<file path="src/rtl/lcd_time_writer.sv">
// -----------------------------------------------------------------------------
// lcd_time_writer
//
// Frame sequencer for the LCD byte interface. Each redraw request latches a
// 6-digit BCD time snapshot and sends one DDRAM-address instruction followed
// by the eight characters "HH:MM:SS". Each byte uses one handshake:
//   ISSUE      wait for lcd_ready, present the byte, raise lcd_send
//   PULSE      hold lcd_send for SEND_PULSE cycles
//   WAIT_ACK   wait for the interface to drop lcd_ready (the ack)
//   WAIT_READY wait for lcd_ready to return, then advance to the next byte
// A missing ack aborts the frame and sets a sticky error flag.
//
// Parameters
//   SEND_PULSE   cycles lcd_send is held high per byte (1..15)
//   LINE_ADDR    instruction byte sent first in every frame
//   ACK_TIMEOUT  max cycles from lcd_send rise to lcd_ready fall
//
// Ports
//   clk        in   system clock
//   rst        in   asynchronous active-high reset
//   update     in   one-cycle redraw request
//   time_bcd   in   {H1,H0,M1,M0,S1,S0}, 4-bit BCD each, H1 at [23:20]
//   lcd_ready  in   interface idle / init done
//   lcd_data   out  byte to interface data
//   lcd_send   out  to interface send_data
//   lcd_ins    out  to interface ins_data (0 = instruction, 1 = character)
//   busy       out  frame in progress
//   done       out  one-cycle pulse when a frame completes
//   err        out  sticky timeout flag, cleared by reset or a completed frame
// -----------------------------------------------------------------------------
module lcd_time_writer #(
    parameter int unsigned SEND_PULSE  = 4,
    parameter logic [7:0]  LINE_ADDR   = 8'h80,
    parameter int unsigned ACK_TIMEOUT = 1000
) (
    input  logic        clk,
    input  logic        rst,
    input  logic        update,
    input  logic [23:0] time_bcd,
    input  logic        lcd_ready,
    output logic [7:0]  lcd_data,
    output logic        lcd_send,
    output logic        lcd_ins,
    output logic        busy,
    output logic        done,
    output logic        err
);

    // Timeout counter is at least 16 bits, wider only if ACK_TIMEOUT needs it.
    localparam int TO_W = ($clog2(ACK_TIMEOUT + 1) > 16) ? $clog2(ACK_TIMEOUT + 1) : 16;

    localparam logic [3:0]      PULSE_LAST = 4'(SEND_PULSE - 1);
    localparam logic [TO_W-1:0] TO_LAST    = TO_W'(ACK_TIMEOUT - 1);
    localparam logic [3:0]      LAST_IDX   = 4'd8;

    typedef enum logic [2:0] {
        S_IDLE,
        S_ISSUE,
        S_PULSE,
        S_WAIT_ACK,
        S_WAIT_READY,
        S_ABORT
    } state_t;

    state_t          state_q, state_d;
    logic [23:0]     snap_q, snap_d;
    logic [3:0]      idx_q, idx_d;
    logic            pend_q, pend_d;
    logic            ack_q, ack_d;
    logic [3:0]      pcnt_q, pcnt_d;
    logic [TO_W-1:0] tcnt_q, tcnt_d;
    logic [7:0]      data_q, data_d;
    logic            send_q, send_d;
    logic            ins_q, ins_d;
    logic            busy_q, busy_d;
    logic            done_q, done_d;
    logic            err_q, err_d;

    // ASCII for one BCD digit; any non-decimal nibble shows as '?'.
    function automatic logic [7:0] digit_char(input logic [3:0] d);
        if (d > 4'd9) begin
            return 8'h3F;
        end
        return 8'h30 + {4'h0, d};
    endfunction

    // Byte for position idx of the frame: address, then H1 H0 : M1 M0 : S1 S0.
    function automatic logic [7:0] frame_byte(input logic [3:0] idx, input logic [23:0] snap);
        logic [7:0] b;
        case (idx)
            4'd0:    b = LINE_ADDR;
            4'd1:    b = digit_char(snap[23:20]);
            4'd2:    b = digit_char(snap[19:16]);
            4'd3:    b = 8'h3A;
            4'd4:    b = digit_char(snap[15:12]);
            4'd5:    b = digit_char(snap[11:8]);
            4'd6:    b = 8'h3A;
            4'd7:    b = digit_char(snap[7:4]);
            4'd8:    b = digit_char(snap[3:0]);
            default: b = 8'h3F;
        endcase
        return b;
    endfunction

    // Saturating increment so a stuck interface can never wrap the timeout.
    function automatic logic [TO_W-1:0] sat_inc(input logic [TO_W-1:0] c);
        if (&c) begin
            return c;
        end
        return c + 1'b1;
    endfunction

    always_comb begin
        state_d = state_q;
        snap_d  = snap_q;
        idx_d   = idx_q;
        pend_d  = pend_q;
        ack_d   = ack_q;
        pcnt_d  = pcnt_q;
        tcnt_d  = tcnt_q;
        data_d  = data_q;
        send_d  = send_q;
        ins_d   = ins_q;
        busy_d  = busy_q;
        done_d  = 1'b0;
        err_d   = err_q;

        // Requests arriving mid-frame collapse into a single follow-up frame.
        if (update && busy_q) begin
            pend_d = 1'b1;
        end

        case (state_q)
            S_IDLE: begin
                if (update || pend_q) begin
                    snap_d  = time_bcd;
                    pend_d  = 1'b0;
                    idx_d   = 4'd0;
                    busy_d  = 1'b1;
                    state_d = S_ISSUE;
                end
            end

            S_ISSUE: begin
                if (lcd_ready) begin
                    data_d  = frame_byte(idx_q, snap_q);
                    ins_d   = (idx_q != 4'd0);
                    send_d  = 1'b1;
                    pcnt_d  = 4'd0;
                    tcnt_d  = '0;
                    ack_d   = 1'b0;
                    state_d = S_PULSE;
                end
            end

            S_PULSE: begin
                tcnt_d = sat_inc(tcnt_q);
                // The interface may drop ready while the pulse is still high;
                // remember it so WAIT_ACK does not miss a short ack.
                if (!lcd_ready) begin
                    ack_d = 1'b1;
                end
                if (pcnt_q >= PULSE_LAST) begin
                    send_d  = 1'b0;
                    state_d = S_WAIT_ACK;
                end else begin
                    pcnt_d = pcnt_q + 4'd1;
                end
            end

            S_WAIT_ACK: begin
                tcnt_d = sat_inc(tcnt_q);
                if (ack_q || !lcd_ready) begin
                    state_d = S_WAIT_READY;
                end else if (tcnt_q >= TO_LAST) begin
                    state_d = S_ABORT;
                end
            end

            S_WAIT_READY: begin
                if (lcd_ready) begin
                    if (idx_q == LAST_IDX) begin
                        done_d  = 1'b1;
                        busy_d  = 1'b0;
                        err_d   = 1'b0;
                        state_d = S_IDLE;
                    end else begin
                        idx_d   = idx_q + 4'd1;
                        state_d = S_ISSUE;
                    end
                end
            end

            S_ABORT: begin
                // Pending request is kept so the redraw is retried from IDLE.
                send_d  = 1'b0;
                busy_d  = 1'b0;
                err_d   = 1'b1;
                state_d = S_IDLE;
            end

            default: begin
                state_d = S_IDLE;
            end
        endcase
    end

    // All outputs are registered, so reset release cannot glitch lcd_send.
    always_ff @(posedge clk or posedge rst) begin
        if (rst) begin
            state_q <= S_IDLE;
            snap_q  <= '0;
            idx_q   <= '0;
            pend_q  <= 1'b0;
            ack_q   <= 1'b0;
            pcnt_q  <= '0;
            tcnt_q  <= '0;
            data_q  <= '0;
            send_q  <= 1'b0;
            ins_q   <= 1'b0;
            busy_q  <= 1'b0;
            done_q  <= 1'b0;
            err_q   <= 1'b0;
        end else begin
            state_q <= state_d;
            snap_q  <= snap_d;
            idx_q   <= idx_d;
            pend_q  <= pend_d;
            ack_q   <= ack_d;
            pcnt_q  <= pcnt_d;
            tcnt_q  <= tcnt_d;
            data_q  <= data_d;
            send_q  <= send_d;
            ins_q   <= ins_d;
            busy_q  <= busy_d;
            done_q  <= done_d;
            err_q   <= err_d;
        end
    end

    assign lcd_data = data_q;
    assign lcd_send = send_q;
    assign lcd_ins  = ins_q;
    assign busy     = busy_q;
    assign done     = done_q;
    assign err      = err_q;

endmodule

</file>
<file path="config.mk">
export PLATFORM = sky130hd
export DESIGN_NAME = lcd_time_writer
export DESIGN_NICKNAME = d
export VERILOG_FILES = /design/src/rtl/lcd_time_writer.sv
export SDC_FILE = /design/constraint.sdc
export NUM_CORES = 1
export LEC_CHECK = 0
export ABC_AREA = 1
export CAP_MARGIN = 15
export CORE_MARGIN = 5
export CORE_UTILIZATION = 56
export DETAILED_ROUTE_END_ITERATION = 10
export GPL_TIMING_DRIVEN = 1
export PLACE_DENSITY_LB_ADDON = 0.2
export SLEW_MARGIN = 10
export SYNTH_ARGS = -nofsm -noshare
export SYNTH_HDL_FRONTEND = slang
export SYNTH_SLANG_ARGS = --single-unit
</file>
<file path="constraint.sdc">
create_clock -name clk -period 2.5 [get_ports clk]
set_input_delay 0.5 -clock clk [delete_from_list [all_inputs] [get_ports clk]]
set_output_delay 0.5 -clock clk [all_outputs]
set_load 0.01 [all_outputs]
</file>
==> metrics <==
Ant. Diodes 0; routed len/inst 13.3 um; slowest stage delay, CP between 400 and 500 ps; Mapped Cells roughly 480; Slowest-stage cell, CP dfrtp_1; hold crit path type reg2reg; Most Frequent Cell on Critical Path nand2_1; total CTS buffers 9; Die Ht a little under 90 um; Max Cap Viol 0; DP HPWL roughly 6000 um; Max Fclk about 480 MHz; port buffer count 39; status complete, no violations; CTS tree yes; Final #Nets 555; RSZ-0062 raised after global routing false; IO Count 41; top-area cell type share of the netlist area 0.460; CP Capture Type flop; number of global-route vias before repair ~3.1k; crit-path max FO 13; initial antenna violation count 0; gr usage total 0.226; Peak supply drop approximately 0.59 mV; setup TNS 0 ps; Longest Clk Path Bufs 2; Worst Skew roughly 5.7 ps; first-pass GRT wire length 14000 um; Top Family by Delay on Critical Path simple AND/OR/NAND/NOR gates; Relative slew margins 0.632; hold buffers post-CTS 0; async set-or-reset flop fraction in the synthesized netlist 1.00; FF+latch count, synth 64; DRC 0; Hold Path Depth 2; Critical Path RT 2750 ps; post-CTS sizing 0; crit start category flop; Tcrit/Tclk final 0.835; register area share after synthesis 0.460; total power ~4.3 mW; count of different cell masters after synthesis 28; Area growth, synth to finish 18.4%; row cnt 28; clock root buffer clkbuf_8; GR Overflow Total 0; postcts setup bufs 0; DIE AREA between 7000 and 8000 um2; yosys warns 0; core area around 6000 um2; mapped cell area about 3500 um2; Hold Vio Cnt, Final 0; Die W about 90 um; layout cells sized above 1 0.0532; Buf+Inv Stages, Crit Path 1; reg2reg setup slack 410 ps; Initial Util 0.582; 1st-iter DRT viols between 150 and 200; largest net degree at the start of global routing between 40 and 50; worst r2r path cells 8; Hold Startpoint lcd_ins$_DFFE_PP0P_; PD cells 1030 nW/um2; clk slew on worst S/H paths 70 ps; Post-synth EDFFs 0; Crit Reg-Reg Endpoint tcnt_q[13]$_DFFE_PP0P_; ys flop type dfrtp_1; syn_nets 510; Slew Viols, Final 0; DR pass1 iterations 5; Cell Chain, Critical Path ha_1 -> nand3_1 -> nor3_1 -> nand4_1 -> nand2_1 -> buf_4 -> nand2_1 -> o21ai_0; CTS sink cnt 64; Pleak roughly 2.1 nW; Setup CP Type reg2reg; mean post-synth cell area between 7 and 8 um2; largest area contributor in the synthesized netlist dfrtp_1; Routed Antenna Nets 0; routability cong. about 0.87; Final min period between 2000 and 2500 ps; CTS HTree Levels 3; Routed WL about 8000 um; most common cell after layout, fill and taps aside nand2_1; Vias/cell around 5.4; top cells by area, synth dfrtp_1 46%, nand2_1 13%, nor2_1 8.7%; worst flop-to-flop path startpoint tcnt_q[0]$_DFFE_PP0P_; Worst Hold End lcd_ins$_DFFE_PP0P_; CP arrival roughly 2300 ps; # setup viols final 0; via count around 3.2k; most frequent cells in the layout 119 x nand2_1, 81 x nor2_1, 64 x dfrtp_1; clk_lat worst skew approximately 340 ps; Worst Tran Pin Value between 500 and 600 ps
## metrics by stage
step                std cells  cell area (um2)  setup slack [ps]  hold slack (ps)  utilization
floorplan                 476             3480               402              459            -
global placement          585             3960               410              467        0.661
detailed placement        585             3960               294              472        0.661
CTS                       601             4130               427              493        0.689
global route              601             4130               125              520        0.689
finish                    601             4130               412              493        0.689
## synthesized netlist by cell type (all sizes together) (6+ instances only)
cell,instances
nor2,83
xor2,6
nand2,122
inv,56
nand4,9
nor3,8
a21oi,32
o21ai,30
dfrtp,64
nand3,35
ha,6
buf,9
## flip-flops by register name (all words and copies together), names as in the netlist
register,count
lcd_ins,1
pcnt_q,4
tcnt_q,16
err,1
busy,1
pend_q,1
done,1
lcd_send,1
ack_q,1
state_q,3
idx_q,4
snap_q,24
lcd_data,6
## cell type report
class,count,area (um2)
Clock buffer,12,145
Tap cell,75,93.8
Sequential cell,64,1600
Fill cell,488,1870
Timing Repair Buffer,44,440
Inverter,56,210
Multi-Input combinational cell,346,1610
Clock inverter,4,20.0
## metal layers
metal | part of all wire | track usage | vias to the layer above | wire (um)
met5 | 0 | 0 | - | 0
met2 | 0.44 | 0.349 | 119 | 3540
met4 | 0.014 | 0.0797 | 0 | 109
li1 | - | - | 1606 | -
met1 | 0.48 | 0.317 | 1481 | 3830
met3 | 0.066 | 0.0456 | 14 | 525
## worst min-delay path: cells and delay by family (launching register included)
family           cells  cell delay (ps)
DFF                  1              350
and+or+nand+nor      2              110
## cells by family after synthesis
group	share of synthesized area
and+or+nand+nor	0.314
AOI/OAI and AO/OA	0.104
buffers and inverters	0.0772
DFF	0.460
xor gates and xnor gates	0.0226
adders and majority gates	0.0215
other	0.00108
## worst max path at each step
stage	to	from	slack, ps	depth (start not counted)
3_3_place_gp	snap_q[18]$_DFFE_PP0P_	lcd_ready	410	8
2_1_floorplan	ack_q$_DFFE_PP0P_	rst	400	1
5_1_grt	tcnt_q[13]$_DFFE_PP0P_	tcnt_q[0]$_DFFE_PP0P_	130	8
4_1_cts	tcnt_q[13]$_DFFE_PP0P_	tcnt_q[0]$_DFFE_PP0P_	430	8
3_5_place_dp	snap_q[17]$_DFFE_PP0P_	lcd_ready	290	8
6_report	tcnt_q[13]$_DFFE_PP0P_	tcnt_q[0]$_DFFE_PP0P_	410	8
## power by group
group          switching (mW)  internal [mW]
Clock                   0.384          0.380
Combinational            1.09          0.695
Sequential              0.287           1.42
Total                    1.76           2.50
No activity file was read; power rests on OpenSTA's default activity.
